<file path="config.mk">
export PLATFORM = sky130hd
export DESIGN_NAME = axi_rd_xbar
export DESIGN_NICKNAME = d
export VERILOG_FILES = /design/src/rtl/axi_xbar_pkg.sv /design/src/rtl/rr_arbiter.sv /design/src/rtl/axi_rd_xbar.sv
export SDC_FILE = /design/constraint.sdc
export NUM_CORES = 1
export LEC_CHECK = 0
export CORE_AREA = 2 2 146 148
export DETAILED_ROUTE_END_ITERATION = 12
export DIE_AREA = 0 0 148 150
export PLACE_DENSITY_LB_ADDON = 0.15
export SLEW_MARGIN = 20
export SYNTH_ARGS = -nofsm -noshare
export SYNTH_HDL_FRONTEND = slang
export SYNTH_SLANG_ARGS = --single-unit
</file>
<file path="constraint.sdc">
create_clock -name ACLK -period 2.3 [get_ports ACLK]
set_clock_uncertainty 0.15 [all_clocks]
set_input_delay 0.23 -clock ACLK [delete_from_list [all_inputs] [get_ports ACLK]]
set_output_delay 0.23 -clock ACLK [all_outputs]
set_load 0.02 [all_outputs]
</file>
<file path="src/rtl/axi_xbar_pkg.sv">
// Shared types, response codes and the address decoder for the AXI read crossbar.
package axi_xbar_pkg;

  localparam logic [1:0] RESP_OKAY   = 2'b00;
  localparam logic [1:0] RESP_DECERR = 2'b11;

  // Decoder tables are sized for the largest supported fabric; unused rows are ignored.
  localparam int MAX_S  = 8;
  localparam int MAX_AW = 64;

  typedef enum logic [1:0] {IDLE, ADDR, DATA, DFLT} state_e;

  typedef logic [MAX_S-1:0][MAX_AW-1:0] addr_tbl_t;

  // Returns the lowest matching slave index, or n_s when nothing matches.
  function automatic logic [3:0] addr_decode(input logic [MAX_AW-1:0] addr,
                                             input addr_tbl_t         base,
                                             input addr_tbl_t         mask,
                                             input int                n_s);
    logic [3:0] idx;
    idx = 4'(n_s);
    for (int i = MAX_S-1; i >= 0; i--) begin
      if (i < n_s && (addr & mask[i]) == base[i]) idx = 4'(i);
    end
    return idx;
  endfunction

endpackage

</file>
<file path="src/rtl/rr_arbiter.sv">
// Combinational round-robin picker: first requester at or after ptr, wrapping.
module rr_arbiter #(
  parameter int N  = 2,
  parameter int PW = (N > 1) ? $clog2(N) : 1
) (
  input  logic [N-1:0]  req,
  input  logic [PW-1:0] ptr,
  output logic [PW-1:0] grant,
  output logic          any_req
);

  logic [N-1:0] rot;
  logic         found;
  int           sum;

  always_comb begin
    rot   = N'({req, req} >> ptr);
    grant = '0;
    found = 1'b0;
    sum   = 0;
    for (int k = 0; k < N; k++) begin
      if (!found && rot[k]) begin
        sum = int'(ptr) + k;
        if (sum >= N) sum = sum - N;
        grant = PW'(sum);
        found = 1'b1;
      end
    end
  end

  assign any_req = |req;

endmodule

</file>
<file path="src/rtl/axi_rd_xbar.sv">
// NUM_M x NUM_S AXI read crossbar, one burst in flight, with an internal DECERR slave.
import axi_xbar_pkg::*;

module axi_rd_xbar #(
  parameter int NUM_M  = 2,
  parameter int NUM_S  = 2,
  parameter int ADDR_W = 32,
  parameter int DATA_W = 32,
  parameter int ID_W   = 4,
  parameter int LEN_W  = 4,
  parameter logic [NUM_S*ADDR_W-1:0] SLV_BASE = {32'h0001_0000, 32'h0000_0000},
  parameter logic [NUM_S*ADDR_W-1:0] SLV_MASK = {32'hFFFF_0000, 32'hFFFF_0000},
  localparam int IDS_W = ID_W + 4
) (
  input  logic                               ACLK,
  input  logic                               ARESETn,
  input  logic [NUM_M-1:0][ID_W-1:0]         m_arid,
  input  logic [NUM_M-1:0][ADDR_W-1:0]       m_araddr,
  input  logic [NUM_M-1:0][LEN_W-1:0]        m_arlen,
  input  logic [NUM_M-1:0][2:0]              m_arsize,
  input  logic [NUM_M-1:0][1:0]              m_arburst,
  input  logic [NUM_M-1:0]                   m_arvalid,
  output logic [NUM_M-1:0]                   m_arready,
  output logic [NUM_M-1:0][ID_W-1:0]         m_rid,
  output logic [NUM_M-1:0][DATA_W-1:0]       m_rdata,
  output logic [NUM_M-1:0][1:0]              m_rresp,
  output logic [NUM_M-1:0]                   m_rlast,
  output logic [NUM_M-1:0]                   m_rvalid,
  input  logic [NUM_M-1:0]                   m_rready,
  output logic [NUM_S-1:0][IDS_W-1:0]        s_arid,
  output logic [NUM_S-1:0][ADDR_W-1:0]       s_araddr,
  output logic [NUM_S-1:0][LEN_W-1:0]        s_arlen,
  output logic [NUM_S-1:0][2:0]              s_arsize,
  output logic [NUM_S-1:0][1:0]              s_arburst,
  output logic [NUM_S-1:0]                   s_arvalid,
  input  logic [NUM_S-1:0]                   s_arready,
  input  logic [NUM_S-1:0][IDS_W-1:0]        s_rid,
  input  logic [NUM_S-1:0][DATA_W-1:0]       s_rdata,
  input  logic [NUM_S-1:0][1:0]              s_rresp,
  input  logic [NUM_S-1:0]                   s_rlast,
  input  logic [NUM_S-1:0]                   s_rvalid,
  output logic [NUM_S-1:0]                   s_rready
);

  localparam int MW = (NUM_M > 1) ? $clog2(NUM_M) : 1;
  localparam int SW = (NUM_S > 1) ? $clog2(NUM_S) : 1;

  state_e            state_q, state_d;
  logic [MW-1:0]     grant_q, grant_d;
  logic [MW-1:0]     rr_ptr_q, rr_ptr_d;
  logic [SW-1:0]     tgt_q, tgt_d;
  logic              miss_q, miss_d;
  logic [LEN_W-1:0]  cnt_q, cnt_d;
  logic [ID_W-1:0]   id_q, id_d;

  logic [MW-1:0]     arb_grant;
  logic              any_req;
  logic [MW-1:0]     nxt_ptr;
  logic [3:0]        dec;
  addr_tbl_t         base_tbl, mask_tbl;

  // Upper slave-side ID bits carry the grant index and are dropped on the way back.
  logic              unused_rid;
  assign unused_rid = ^s_rid;

  rr_arbiter #(.N(NUM_M), .PW(MW)) u_arb (
    .req     (m_arvalid),
    .ptr     (rr_ptr_q),
    .grant   (arb_grant),
    .any_req (any_req)
  );

  always_comb begin
    base_tbl = '0;
    mask_tbl = '0;
    for (int i = 0; i < NUM_S; i++) begin
      base_tbl[i] = MAX_AW'(SLV_BASE[i*ADDR_W +: ADDR_W]);
      mask_tbl[i] = MAX_AW'(SLV_MASK[i*ADDR_W +: ADDR_W]);
    end
  end

  assign dec     = addr_decode(MAX_AW'(m_araddr[arb_grant]), base_tbl, mask_tbl, NUM_S);
  assign nxt_ptr = (int'(grant_q) == NUM_M-1) ? '0 : grant_q + 1'b1;

  always_comb begin
    state_d  = state_q;
    grant_d  = grant_q;
    rr_ptr_d = rr_ptr_q;
    tgt_d    = tgt_q;
    miss_d   = miss_q;
    cnt_d    = cnt_q;
    id_d     = id_q;

    m_arready = '0;
    m_rid     = '0;
    m_rdata   = '0;
    m_rresp   = '0;
    m_rlast   = '0;
    m_rvalid  = '0;
    s_arid    = '0;
    s_araddr  = '0;
    s_arlen   = '0;
    s_arsize  = '0;
    s_arburst = '0;
    s_arvalid = '0;
    s_rready  = '0;

    case (state_q)
      IDLE: begin
        if (any_req) begin
          grant_d = arb_grant;
          tgt_d   = SW'(dec);
          miss_d  = (int'(dec) == NUM_S);
          state_d = ADDR;
        end
      end

      ADDR: begin
        if (miss_q) begin
          // Default slave accepts unconditionally; masters hold ARVALID until here.
          m_arready[grant_q] = 1'b1;
          cnt_d   = m_arlen[grant_q];
          id_d    = m_arid[grant_q];
          state_d = DFLT;
        end else begin
          s_arvalid[tgt_q]   = m_arvalid[grant_q];
          s_arid[tgt_q]      = {4'(grant_q), m_arid[grant_q]};
          s_araddr[tgt_q]    = m_araddr[grant_q];
          s_arlen[tgt_q]     = m_arlen[grant_q];
          s_arsize[tgt_q]    = m_arsize[grant_q];
          s_arburst[tgt_q]   = m_arburst[grant_q];
          m_arready[grant_q] = s_arready[tgt_q];
          if (m_arvalid[grant_q] && s_arready[tgt_q]) state_d = DATA;
        end
      end

      DATA: begin
        m_rvalid[grant_q] = s_rvalid[tgt_q];
        m_rid[grant_q]    = s_rid[tgt_q][ID_W-1:0];
        m_rdata[grant_q]  = s_rdata[tgt_q];
        m_rresp[grant_q]  = s_rresp[tgt_q];
        m_rlast[grant_q]  = s_rlast[tgt_q];
        s_rready[tgt_q]   = m_rready[grant_q];
        if (s_rvalid[tgt_q] && m_rready[grant_q] && s_rlast[tgt_q]) begin
          state_d  = IDLE;
          rr_ptr_d = nxt_ptr;
        end
      end

      DFLT: begin
        m_rvalid[grant_q] = 1'b1;
        m_rid[grant_q]    = id_q;
        m_rresp[grant_q]  = RESP_DECERR;
        m_rlast[grant_q]  = (cnt_q == '0);
        if (m_rready[grant_q]) begin
          if (cnt_q == '0) begin
            state_d  = IDLE;
            rr_ptr_d = nxt_ptr;
          end else begin
            cnt_d = cnt_q - 1'b1;
          end
        end
      end

      default: state_d = IDLE;
    endcase
  end

  always_ff @(posedge ACLK or negedge ARESETn) begin
    if (!ARESETn) begin
      state_q  <= IDLE;
      grant_q  <= '0;
      rr_ptr_q <= '0;
      tgt_q    <= '0;
      miss_q   <= 1'b0;
      cnt_q    <= '0;
      id_q     <= '0;
    end else begin
      state_q  <= state_d;
      grant_q  <= grant_d;
      rr_ptr_q <= rr_ptr_d;
      tgt_q    <= tgt_d;
      miss_q   <= miss_d;
      cnt_q    <= cnt_d;
      id_q     <= id_d;
    end
  end

endmodule

</file>
Word-level counts from Yosys, hierarchy flattened
Cells that the tools add are included.

operators by class
  shifts and indexed selects = 1
  equal/unequal tests = 12
  reductions and logical operators = 18
  $add $sub $neg = 5
  multiplexer cells = 91
  magnitude comparators = 7
  bitwise gates (word level) = 15

operator list
  cell                 number
  $mux 32              8
  $mux 64              3
  $and 64x64->64       2
  $demux 32 s1         2
  $logic_not 64->1     1
  $mux 4               14
  $mux 2               18
  $mux 16              2
  $and 8x8->8          3
  $mux 8               3
  $mux 1               21
  $and 13x16->16       1
  $eq 16x1->1 const B  1
  $pmux 4 s2           2
  $pmux 8 s2           1
  $and 2x2->2          6
  $mux 6               2
  $ne 2x2->1 const B   6
  $mux 3               3
  $and 4x4->4          2
  $demux 4 s1          2
  $demux 8 s1          1
  $pmux 2 s2           2
  $pmux 2 s4           1
  27 further kinds     42

word-level totals
  bits in registers = 14
  bits of input ports = 186
  logic and storage cells = 156

Depth between registers and ports, before layout
Gate-level depths: netlist of run 1.

  depth in word-level cells = 11
  mapped depth = 7
  mapped depth without buffers = 6

Hierarchy
From an unflattened synthesis of run 1, not the netlist that was laid out.

second synthesis, totals
  cell total of the unflattened synthesis = 422
  area total of the unflattened synthesis = 2731.4 um^2

by module, submodules not included
  module       sequential area each (um^2)  area an instance (um^2)  cells each  instances
  axi_rd_xbar  350.3                        2713.9                   419         1
  rr_arbiter   0.0                          17.5                     3           1

Worst setup path after synthesis of run 1
Ideal clock, no wire load.

  path type = register to output
  from = register grant_q
  to = output port m_rdata[10] (netlist bit)
  arrival time = 1.526 ns
  cell stages (with the launch flop) = 8
  path buffers = 3
  setup slack = 0.394 ns
  cells stage by stage = dfrtp_1 -> buf_4 -> inv_2 -> nand2_2 -> or2_2 -> clkbuf_1 -> buf_2 -> nor2_1

RTL lines
  element                 line                RTL
  from (decl)             axi_rd_xbar.sv:49   logic [MW-1:0] grant_q, grant_d;
  from (signal assigned)  axi_rd_xbar.sv:180  grant_q <= grant_d;
  to (decl)               axi_rd_xbar.sv:25   output logic [NUM_M-1:0][DATA_W-1:0] m_rdata,

Final worst setup path of run 1
  from = register grant_q
  to = output port s_rready[0]

between the ends
  cells in the longest elaborated chain, start to end = 4

RTL lines
  element                                     line                RTL
  $mux 1 (not written as such) (2 in series)  axi_rd_xbar.sv:143  s_rready[tgt_q] = m_rready[grant_q];
  $and 2x2->2 (no source line)                n/a
  $mux 2                                      axi_rd_xbar.sv:108  case (state_q)
  to (decl)                                   axi_rd_xbar.sv:42   output logic [NUM_S-1:0] s_rready

Every way passes these cells. The select of a mux whose other input is x is not followed.

==> results of run 1 <==
area by class of cell:
class	instances	area, sq um	share of cell area (%)
tap	275	344.1	5.149
inverter	4	15.01	0.2247
sequential	14	355.3	5.317
clock buffer	4	88.84	1.329
timing repair buffer	407	3660	54.77
multi-input combinational	369	2220	33.21
layer usage:
layer | up-vias | part of all wire [%] | routed length, um | track usage, %
met3 | 8 | 9.5 | 1567 | 3.628
met2 | 226 | 53 | 8803 | 27.50
li1 | 2154 | - | - | -
met5 | - | 0 | 0 | 0
met1 | 1906 | 36 | 6036 | 14.47
met4 | 0 | 0.90 | 149 | 2.714
layout by cell type, fill, tap and decap left out, drive strengths merged, types with 4 or more instances in the layout:
master         instances
buf                   55
clkbuf                51
clkdlybuf4s15         26
o21ai                 16
conb                   6
dfrtp                 14
nor4                   7
nor2b                  6
nor2                 183
clkdlybuf4s50        178
inv                    4
nand2                 21
a31oi                  4
mux2i                 87
dlygate4sd2          101
a21oi                  5
mux2                   7
worst register-to-register path, stage by stage (launching register included):
cell,delay (ns)
dfrtp_1,0.38
inv_1,0.07
ha_1,0.14
or3b_4,0.38
buf_4,0.16
a31oi_1,0.16
nand3_1,0.14
mux2_1,0.34
sequential cells by signal, indices dropped and copies added, names as in the netlist:
signal    flops
miss_q        1
id_q          4
cnt_q         4
rr_ptr_q      1
state_q       2
tgt_q         1
grant_q       1
cell families after synthesis:
| family | share of synthesized area, % |
|---|---|
| compound gates | 8.002 |
| fa+ha+maj | 0.9143 |
| buf+inv | 8.459 |
| flops | 12.80 |
| mux | 34.84 |
| other cells | 0.1370 |
| simple gates | 34.84 |
worst max path at each step:
stage,startpoint,to,slack (ns),cells after the start
floorplan,grant_q,m_rdata[10],0.39,7
global placement,cnt_q[1],m_rlast[1],-0.07,7
detailed placement,cnt_q[0],m_rlast[1],-0.08,7
CTS,cnt_q[0],m_rlast[1],-0.05,7
global route,state_q[1],s_arvalid[0],0.0003,6
finish,grant_q,s_rready[0],0.08,5
stage by stage:
stage	hold WS, ns	area (sq um)
6_report	0.1445	6683
5_1_grt	0.1672	6683
4_1_cts	0.1575	6832
3_5_place_dp	0.3159	6919
3_3_place_gp	0.3090	6919
2_1_floorplan	-0.2156	2755
where the power goes:
group / total [mW] / internal [mW] / switching (mW) / leakage (nW)
Clock: 0.380 / 0.265 / 0.115 / 0.0442
Combinational: 3.16 / 1.51 / 1.66 / 2.99
Sequential: 0.443 / 0.363 / 0.0799 / 0.162
==> results.tsv, run 1 <==
stage	metric	value	unit
global_routing	grt_pass1_wl	24.04	mm
synthesis	synth_top_area_share	31.82	%
synthesis	ys_seq_elements	14	
cts	cts_hold_buffers	0	
global_routing	grt_overflow	0	
global_routing	grt_pass1_vias	4348	
worst_setup_path	cp_max_fo	4	
synthesis	synth_edf_count	0	
drt	wl	16.56	mm
drt	ant_nets	0	
status	status	finished, final reports clean	
power_and_ir_drop	leakagePower	3.194	nW
global_routing	grt_max_degree	48	
synthesis	yosys.area.top_type	mux2i_1	
cts	clock_latency	0.25	ns
cts	cts_resized	185	
floorplan	rows	53	
floorplan	io-pin-count	370	
sta	rsz0062_at_grt	no	
synthesis	synth.most_common_cell	nor2_1	
floorplan	die_area	22200	sq um
drt	drt-pass1-iter-count	4	
final_layout	syn_to_final_growth	144.2	%
drt	via_count	4294	
sta	fin_setup_tns	0	ns
synthesis	synth_commonest_cells	nor2_1, mux2i_1, buf_2	
cts	clk_path_buf_depth	2	
synthesis	ys.flop_type	dfrtp_1	
placement	placed_cells	1069	
drt	vias_per_cell	4.002	
worst_setup_path	crit_family	buffers and inverters	
synthesis	synthArstFlopShare	100.0	%
cts	clock-root-buffer	clkbuf_16	
synthesis	syn_inst	423	
sta	final_max_slew_viol_count	0	
power_and_ir_drop	p_per_area	596.7	nW/um^2
cts	clock-sinks	14	
floorplan	die_height	150	um
final_layout	n_fill_cell	2275	
drt	drc	0	
final_layout	insertedDiodeCount	0	
worst_hold_path	hold_class	in -> async	
final_layout	instances_no_fill	1073	
synthesis	synthTopCellsByArea	mux2i_1, nor2_1, dfrtp_1, buf_2, o21ai_0	
worst_setup_path	critPathArrivalTime	1.84	ns
worst_setup_path	r2r_start	cnt_q[0]	
final_layout	fin_nets	987	
worst_setup_path	worstRegToRegCells	7	
synthesis	ys_seq_area_share	12.80	%
cts	cts_setup_buffers	0	
floorplan	start_util	13.23	%
worst_setup_path	critical_path_buf_inv_count	2	
final_layout	fin_util	32.30	%
worst_setup_path	max_stage_delay	0.60	ns
sta	fmax	449.8	MHz
placement	post-dp-hpwl	14.39	mm
worst_setup_path	worstPathRequired	1.92	ns
worst_setup_path	crit_chain	buf_4 > mux2_4 > nand2_1 > nor2_1 > clkdlybuf4s50_1	
worst_setup_path	cp_slowest_cell	clkdlybuf4s50_1	
cts	cts_max_level	1	
placement	portBuffers	355	
sta	setup_viol	0	
floorplan	coreArea	20690	sq um
worst_setup_path	r2r-end	state_q[0]	
cts	cts_tree	built	
drt	first_iter_violations	71	
sta	min_period_over_period	96.66	%
synthesis	syn_avg_cell_area	6.469	sq um
sta	hold_viol	0	
worst_setup_path	reg2reg_setup_slack	0.25	ns
run	maxCapViolCount	0	
sta	timing.final.ws_setup	0.07687	ns
sta	min_period	2.223	ns
power_and_ir_drop	vdd_ir_drop_max	0.2921	mV
placement	gp_congestion	0.8178	
synthesis	synth_cell_type_count	37	
global_routing	track_usage	13.81	%
synthesis	synth_area	2736	sq um
worst_setup_path	crit_type	reg -> out	
power_and_ir_drop	power.total	3.988	mW
worst_setup_path	start_kind	register	
placement	pre_cts_ws	-0.07888	ns
worst_setup_path	cp-end-kind	output pin	
synthesis	synth_warnings	0	
floorplan	die_w	148	um
drt	routedWlPerCell	15.43	um
cts	clk_pin_slew	0.05	ns
cts	cts_made_buffers	3	
global_routing	antenna_found_initial	0	
final_layout	final_layout_size_suffix_gt1_share	16.29	%
(Power assumes the default switching activity.)
==> run 2: changes to the inputs <==
CORE_AREA = 2 2 143 145   (was 2 2 146 148)
DIE_AREA = 0 0 145 147   (was 0 0 148 150)
clock period = 2.8 ns   (was 2.3 ns; I/O delays follow)
==> results.tsv, run 2 (synthesis results as in run 1) <==
stage	metric	value	unit	change
placement	portBuffers	355		unchanged
drt	vias_per_cell	4.071		was 4.002
global_routing	track_usage	14.01	%	was 13.81%
global_routing	grt_max_degree	44		was 48
floorplan	die_height	147	um	was 150 um
power_and_ir_drop	p_per_area	452.2	nW/um^2	was 596.7 nW/um^2
floorplan	die_area	21320	sq um	was 22200 sq um
worst_setup_path	cp_slowest_cell	clkdlybuf4s50_1		unchanged
final_layout	instances_no_fill	1039		was 1073
floorplan	die_w	145	um	was 148 um
floorplan	start_util	13.79	%	was 13.23%
run	maxCapViolCount	0		unchanged
final_layout	final_layout_size_suffix_gt1_share	5.722	%	was 16.29%
sta	rsz0062_at_grt	no		unchanged
cts	clock-sinks	14		unchanged
sta	timing.final.ws_setup	0.1100	ns	was 0.07687 ns
worst_setup_path	cp_max_fo	22		was 4
final_layout	fin_nets	958		was 987
final_layout	syn_to_final_growth	149.9	%	was 144.2%
cts	cts_max_level	1		unchanged
sta	tightest_slew	0.6887	ns	
worst_setup_path	max_stage_delay	0.62	ns	was 0.60 ns
sta	final_max_slew_viol_count	0		unchanged
final_layout	fin_util	34.46	%	was 32.30%
status	status	finished, final reports clean		unchanged
global_routing	grt_pass1_wl	23.80	mm	was 24.04 mm
drt	routedWlPerCell	15.45	um	was 15.43 um
floorplan	io-pin-count	370		unchanged
final_layout	final_common_cell	clkdlybuf4s50_1		was nor2_1
sta	fmax	371.7	MHz	
power_and_ir_drop	power.total	3.093	mW	was 3.988 mW
worst_setup_path	critical_path_buf_inv_count	3		was 2
final_layout	final_cell_mix	clkdlybuf4s50_1, nor2_1, mux2i_1		was nor2_1, clkdlybuf4s50_1, dlygate4sd2_1
worst_hold_path	hold_class	in -> async		unchanged
floorplan	coreArea	19840	sq um	was 20690 sq um
worst_setup_path	critPathArrivalTime	2.26	ns	was 1.84 ns
drt	drc	0		unchanged
placement	post-dp-hpwl	13.82	mm	was 14.39 mm
sta	setup_viol	0		unchanged
worst_setup_path	crit_type	reg -> out		unchanged
cts	cts_setup_buffers	0		unchanged
drt	wl	16.05	mm	was 16.56 mm
sta	slew-limit-headroom	53.94	%	
worst_setup_path	worstPathRequired	2.37	ns	was 1.92 ns
drt	drt-pass1-iter-count	4		unchanged
cts	cts_made_buffers	3		unchanged
drt	first_iter_violations	84		was 71
cts	clk_path_buf_depth	2		unchanged
sta	min_period_over_period	96.07	%	
worst_setup_path	reg2reg_setup_slack	0.77	ns	was 0.25 ns
drt	ant_nets	0		unchanged
sta	hold_viol	0		unchanged
floorplan	rows	52		was 53
placement	placed_cells	1035		was 1069
power_and_ir_drop	leakagePower	3.069	nW	was 3.194 nW
cts	clock_latency	0.25	ns	about the same
power_and_ir_drop	vdd_ir_drop_max	0.3057	mV	was 0.2921 mV
cts	cts_tree	built		unchanged
sta	fin_setup_tns	0	ns	unchanged
cts	clock-root-buffer	clkbuf_16		unchanged
cts	clk_pin_slew	0.05	ns	about the same
global_routing	antenna_found_initial	0		unchanged
worst_setup_path	cp-end-kind	output pin		unchanged
placement	gp_congestion	0.8179		was 0.8178
global_routing	grt_pass1_vias	4288		was 4348
drt	via_count	4230		was 4294
sta	min_period	2.690	ns	
worst_setup_path	crit_chain	nor3b_1 > buf_4 > nand2_2 > buf_12 > nor2_1 > clkdlybuf4s50_1		was buf_4 > mux2_4 > nand2_1 > nor2_1 > clkdlybuf4s50_1
placement	pre_cts_ws	0.3064	ns	was -0.07888 ns
worst_setup_path	crit_family	buffers and inverters		unchanged
final_layout	insertedDiodeCount	0		unchanged
final_layout	largest_registers	cnt_q: 4 flops, id_q: 4 flops, state_q: 2 flops		unchanged
worst_setup_path	start_kind	register		unchanged
global_routing	grt_overflow	0		unchanged
-- run 2: changes by cell type in the layout (fill, tap and decap cells not counted), moves of 2 or more --
cell and change:
buf_12 -2, clkdlybuf4s50_1 +145, a211oi_2 -2, dlymetal6s2s_1 +31, clkbuf_2 -47, clkdlybuf4s15_1 -26
dlygate4sd2_1 -101, a211oi_1 +2, mux2i_2 -5, buf_4 -28, mux2i_1 +6
-- run 2: cell type report --
cell class                 instances  area, sq um
timing repair buffer             378         3864
sequential                        14        352.8
tap                              270        337.8
clock buffer                       4        88.84
fill                            2071        13010
multi-input combinational        369         2181
inverter                           4        15.01
-- run 2: stage by stage --
| stage | instance area, sq um | hold slack (ns) |
|---|---|---|
| floorplan | 2755 | -0.1656 |
| global placement | 6670 | 0.3171 |
| detailed placement | 6670 | 0.3290 |
| CTS | 6759 | 0.3376 |
| global route | 6839 | 0.3643 |
| finish | 6839 | 0.2965 |
-- run 2: worst paths after layout --
kind                       depth (start not counted)  startpoint          to
setup / recovery                                   6  state_q[1]  s_arid[11]
min in group ACLK                                  2     id_q[1]     id_q[1]
hold reg to reg                                    2     id_q[1]     id_q[1]
setup reg to reg                                   5       tgt_q  state_q[0]
hold / removal                                     1     ARESETn  state_q[1]
max in group asynchronous                          1     ARESETn       tgt_q
-- run 2: worst reg2reg max path, stage by stage (launching register included) --
cell      delay (ns)
dfrtp_2         0.57
buf_4           0.24
nand3b_1        0.20
a32oi_4         0.27
nand3_1         0.15
mux2_1          0.34
-- run 2: layer usage --
metal | GRT usage [%] | wire length (um) | up-vias
li1 | - | - | 2094
met1 | 14.52 | 5879 | 1896
met2 | 27.52 | 8479 | 227
met3 | 3.602 | 1403 | 13
met4 | 4.208 | 287 | 0
met5 | 0 | 0 | -
-- run 2: timing repair --
item | 4_1_cts | 5_1_grt
endpoints found under the setup margin | 0 | 57
gates resized for setup | 0 | 32
hold buffers | 0 | 0
-- run 2: power breakdown --
| part | switching, mW | internal [mW] |
|---|---|---|
| registers | 0.103 | 0.295 |
| clock network | 0.0914 | 0.217 |
| logic | 1.25 | 1.13 |
| total | 1.45 | 1.65 |
